$ cat config.mk
export PLATFORM = sky130hd
export DESIGN_NAME = chip8_scanout
export DESIGN_NICKNAME = d
export VERILOG_FILES = /design/src/rtl/chip8_scanout.sv
export SDC_FILE = /design/constraint.sdc
export NUM_CORES = 1
export LEC_CHECK = 0
export CAP_MARGIN = 20
export CELL_PAD_IN_SITES_DETAIL_PLACEMENT = 1
export CELL_PAD_IN_SITES_GLOBAL_PLACEMENT = 2
export CORE_ASPECT_RATIO = 0.8
export CORE_UTILIZATION = 18
export DETAILED_ROUTE_END_ITERATION = 12
export PLACE_DENSITY_LB_ADDON = 0.08
export SLEW_MARGIN = 20
export SYNTH_ARGS = -nofsm -noshare
export SYNTH_HDL_FRONTEND = slang
export SYNTH_SLANG_ARGS = --single-unit
$ cat constraint.sdc
create_clock -name clk_in -period 1.9 [get_ports clk_in]
set_input_delay 0.38 -clock clk_in [delete_from_list [all_inputs] [get_ports clk_in]]
set_output_delay 0.38 -clock clk_in [all_outputs]
set_load 0.03 [all_outputs]
$ cat src/rtl/chip8_scanout.sv
// Frame scanout for the CHIP-8 framebuffer: walks vram row-major and emits a
// back-pressurable pixel stream with integer upscaling in both axes.
module chip8_scanout #(
  parameter int          WIDTH     = 64,
  parameter int          HEIGHT    = 32,
  parameter int          SCALE     = 1,
  parameter logic [31:0] ON_COLOR  = 32'hFFFFFFFF,
  parameter logic [31:0] OFF_COLOR = 32'h00000000
) (
  input  logic        clk_in,
  input  logic        rst_in,
  input  logic        frame_req,
  output logic        busy,
  output logic        frame_done,
  output logic        vram_rd_en,
  output logic [10:0] vram_addr,
  input  logic [31:0] vram_data,
  output logic [31:0] pix_data,
  output logic        pix_valid,
  input  logic        pix_ready,
  output logic        pix_sof,
  output logic        pix_eol
);
  localparam int CW = $clog2(WIDTH);
  localparam int RW = $clog2(HEIGHT);

  typedef enum logic [1:0] {IDLE, FETCH, WAIT, PRESENT} state_t;
  state_t state, state_nxt;

  logic [CW-1:0] src_col;
  logic [RW-1:0] src_row;
  logic [2:0]    hrep, vrep;
  logic          accept, last_h, last_col, last_v, last_row, last_beat;

  assign accept    = (state == PRESENT) && pix_ready;
  assign last_h    = (hrep == 3'(SCALE - 1));
  assign last_v    = (vrep == 3'(SCALE - 1));
  assign last_col  = (src_col == CW'(WIDTH - 1));
  assign last_row  = (src_row == RW'(HEIGHT - 1));
  assign last_beat = last_h && last_col && last_v && last_row;

  always_ff @(posedge clk_in) begin
    if (rst_in) state <= IDLE;
    else        state <= state_nxt;
  end

  always_comb begin
    state_nxt = state;
    case (state)
      IDLE:    if (frame_req) state_nxt = FETCH;
      FETCH:   state_nxt = WAIT;
      WAIT:    state_nxt = PRESENT;
      PRESENT: begin
        // horizontal repeats reuse the captured pixel; only a new column refetches
        if (accept && last_h) state_nxt = last_beat ? IDLE : FETCH;
      end
      default: state_nxt = IDLE;
    endcase
  end

  assign busy       = (state != IDLE);
  assign vram_rd_en = (state == FETCH);
  assign pix_valid  = (state == PRESENT);
  assign vram_addr  = 11'(src_row) * 11'(WIDTH) + 11'(src_col);
  assign pix_sof    = pix_valid && (src_row == '0) && (src_col == '0) &&
                      (hrep == '0) && (vrep == '0);
  assign pix_eol    = pix_valid && last_col && last_h;

  always_ff @(posedge clk_in) begin
    if (rst_in) begin
      src_col    <= '0;
      src_row    <= '0;
      hrep       <= '0;
      vrep       <= '0;
      pix_data   <= OFF_COLOR;
      frame_done <= 1'b0;
    end else begin
      frame_done <= accept && last_beat;
      if (state == IDLE && frame_req) begin
        src_col <= '0;
        src_row <= '0;
        hrep    <= '0;
        vrep    <= '0;
      end
      if (state == WAIT) pix_data <= (vram_data != 32'd0) ? ON_COLOR : OFF_COLOR;
      if (accept) begin
        if (!last_h) hrep <= hrep + 3'd1;
        else begin
          hrep <= '0;
          if (!last_col) src_col <= src_col + 1'b1;
          else begin
            src_col <= '0;
            // vertical repeats rescan the same source row, refetching it
            if (!last_v) vrep <= vrep + 3'd1;
            else begin
              vrep    <= '0;
              src_row <= last_row ? '0 : src_row + 1'b1;
            end
          end
        end
      end
    end
  end
endmodule

==> impl_summary.txt <==
----------------------------------------------------
[Status]
  Status ... finished with violations
  Failing checks ... setup timing

[Cells and area]
  Fraction of final layout cells with drive strength greater than 1 ... 39.30%
  Diode count ... 0
  Synth-to-Final Area Change ... 72.35%
  Fill cell instance count of the final layout ... 1,001
  Count of nets after finishing ... 337

[STA]
  Max Slew Vio Count ... 0
  Worst max-slew margin expressed relative to the limit ... 78.26%
  Share of the cycle needed by the critical path after routing ... 121.7%
  Final Critical Period ... 2312 ps
  Highest achievable clock rate ... 432.6 MHz
  Worst clock skew ... 2.525 ps
  Worst path setup slack after routing ... -411.7 ps
  Unrepaired setup endpoints after global routing ... true
  Worst-Margin Slew ... 325.1 ps
  Final hold violation count ... 0
  Final setup violating endpoints ... 3

[Route]
  WL/cell ... 13.63 um
  Post-route DRC ... 0
  Drt first pass iters ... 4
  Number of vias in the routed layout ... 1,642
  Wire length after detailed routing ... 5412 um
  Avg Vias per Cell ... 4.136
  Antenna-violating nets left ... 0
  Number of violations reported at the end of detailed-routing iteration 0 ... 20

[Logic synthesis]
  Average cell area after synthesis ... 8.012 sq um
  Fraction of registers with async set/reset ... 0%
  Number of nets produced by synthesis ... 247
  Total number of yosys warnings ... 0
  Flops & latches, synth ... 21
  Cell variety after synth ... 43
  Commonest register cell after synthesis ... dfxtp_1
  Number of enable-type register cells in the synthesized netlist ... 0
  Sequential element share of the synthesized area ... 26.77%
  Post-synthesis instance area ... 0.001570 sq mm
  Count of mapped cells out of synthesis ... 196

[Clocking]
  H-tree level count ... 1
  Total clock buffers created by CTS ... 3
  Clock transition time at the flip-flop clock pins of the worst setup and hold paths ... 90 ps
  Clock tree from TritonCTS ... yes
  CTS max path bufs ... 2
  Root buffer cell ... clkbuf_8
  Count of hold buffers inserted by post-cts repair ... 0
  Clk_lat worst skew ... 270 ps
  TritonCTS Sinks ... 21

[Global route]
  GRT Total Usage ... 12.10%
  Maximum number of pins on one net before global-route repair ... 33
  Global-route wire length before repair ... 8687 um
  Overflow left after global routing ... 0
  Via count of the first global-routing pass ... 1,667
  Number of antenna violations at the first check in global routing ... 0

[Setup path]
  Data required, critical path ... 1520 ps
  Startpoint-to-endpoint class of the critical path ... reg2out
  Critical path endpoint category ... output pin
  Startpoint kind of the worst setup timing path ... flop
  Data arrival time of the critical path ... 1930 ps
  Crit-path max FO ... 2

[Die]
  Die width ... 106.4 um
  Core ar. ... 0.008483 sq mm
  Placement row count ... 30
  Die Height ... 85.54 um
  I/O pins ... 85
  Effective utilization at floorplan ... 18.51%
  Area of the die ... 0.009104 sq mm

[Power]
  VDD IR-drop max ... 0.4959 mV
  Total power divided by cell area ... 879.5 mW/mm^2
  Overall power ... 2.380 mW
  LEAKAGE ... 1.089 nW

[Placed design]
  Worst setup slack before clock tree synthesis ... -232.8 ps
  Post-DP HPWL ... 4358 um
  Number of port buffers ... 84
  Final GP Congestion ... 0.7073

[Run]
  Max-Cap Viols ... 0

[Min path]
  Min-Delay Path Class ... reg2reg

----------------------------------------------------
critical path, cell delays in order (launching register included):
cell and delay (ps):
dfxtp_4 350, inv_2 40, ha_1 130, or4b_1 430, or4_4 440, nor3_4 130
buf_6 150
Yosys cell counts (2+ instances only):
cell type	count	share of area [%]
or3_1	2	0.80
dfxtp_1	21	27
a21oi_1	17	5.4
nor3_1	6	1.9
ha_1	15	12
or3_2	2	0.96
nor2_1	12	2.9
nand2_1	10	2.4
inv_1	11	2.6
nand4_1	3	1.2
nor4_1	9	3.6
and4b_1	2	1.3
nand3_1	17	5.4
buf_4	31	15
o21ai_0	4	1.3
clkbuf_1	4	0.96
nand3b_1	4	1.9
cell usage in the layout, fill, tap and decap left out, types with 8 or more instances in the layout:
cell type and n:
nand3_1 16, nand2_1 9, nor2_1 11, buf_4 68, a21oi_1 16, inv_1 9
dfxtp_1 13, nor4_1 8, clkdlybuf4s50_1 45, ha_1 8
layout make-up:
class | instances | area, sq um | share of cell area (%)
repair buffers | 121 | 1041 | 38.47
multi-input cells | 128 | 997.2 | 36.85
flip-flops and latches | 21 | 440.4 | 16.27
well taps | 112 | 140.1 | 5.178
clock buffers | 3 | 41.29 | 1.526
inverters | 11 | 41.29 | 1.526
clock inverters | 1 | 5.005 | 0.1849
layer usage:
metal / vias to the layer above / share of wire [%] / global-route usage [%]
met5: - / 0 / 0
met4: 0 / 0.35 / 1.494
met3: 2 / 3.9 / 2.508
met2: 37 / 44 / 19.60
met1: 756 / 52 / 17.00
li1: 847 / - / -
sequential cells by signal, indices dropped and copies added, names as in the netlist:
signal and count:
frame_done 1, vrep 3, src_col 6, pix_data 1, hrep 3, src_row 5, state 2
metrics by stage:
step	hold WS, ps	utilization, %	cells	setup TNS (ps)	area, sq um
final	500.4	31.90	397	-475.0	2706
after global routing	513.8	31.90	397	-828.5	2706
after CTS	501.9	31.15	395	-529.1	2643
after global placement	479.9	29.75	389	-1301	2524
after floorplan	456.1	-	196	-218.7	1635
after detailed placement	486.3	29.75	389	-1337	2524
report_power, final:
group          internal (mW)  switching, mW  leakage, nW
Clock                  0.147          0.176       0.0255
Combinational          0.591          0.973        0.888
Sequential             0.466         0.0277        0.175
Total                   1.20           1.18         1.09
path summary, 6_finish.rpt:
path | start | endpoint | slack (ps) | depth (start not counted)
worst max-delay path | src_row[0] | pix_sof | -410 | 6
worst min-delay path | vrep[1] | vrep[1] | 500 | 2
worst max register to register | src_row[0] | src_row[2] | -50 | 9
worst min register to register | vrep[1] | vrep[1] | 500 | 2
timing repair:
item | in CTS | in global routing
endpoints found under the hold margin | 0 | 0
endpoints found under the setup margin | 7 | 7
gates resized for setup | 16 | 12
buffers inserted | 2 | 2
pin swaps | 8 | 6
cells by family after synthesis:
family,count (synthesis),share of synthesized area (%)
DFF,21,26.77
muxes,1,0.6375
xor gates and xnor gates,2,1.116
buffers and inverters,47,18.72
adders and majority gates,15,11.95
AOI/OAI and AO/OA,28,10.28
and+or+nand+nor,82,30.52
Power figures use the tool's default switching activity.
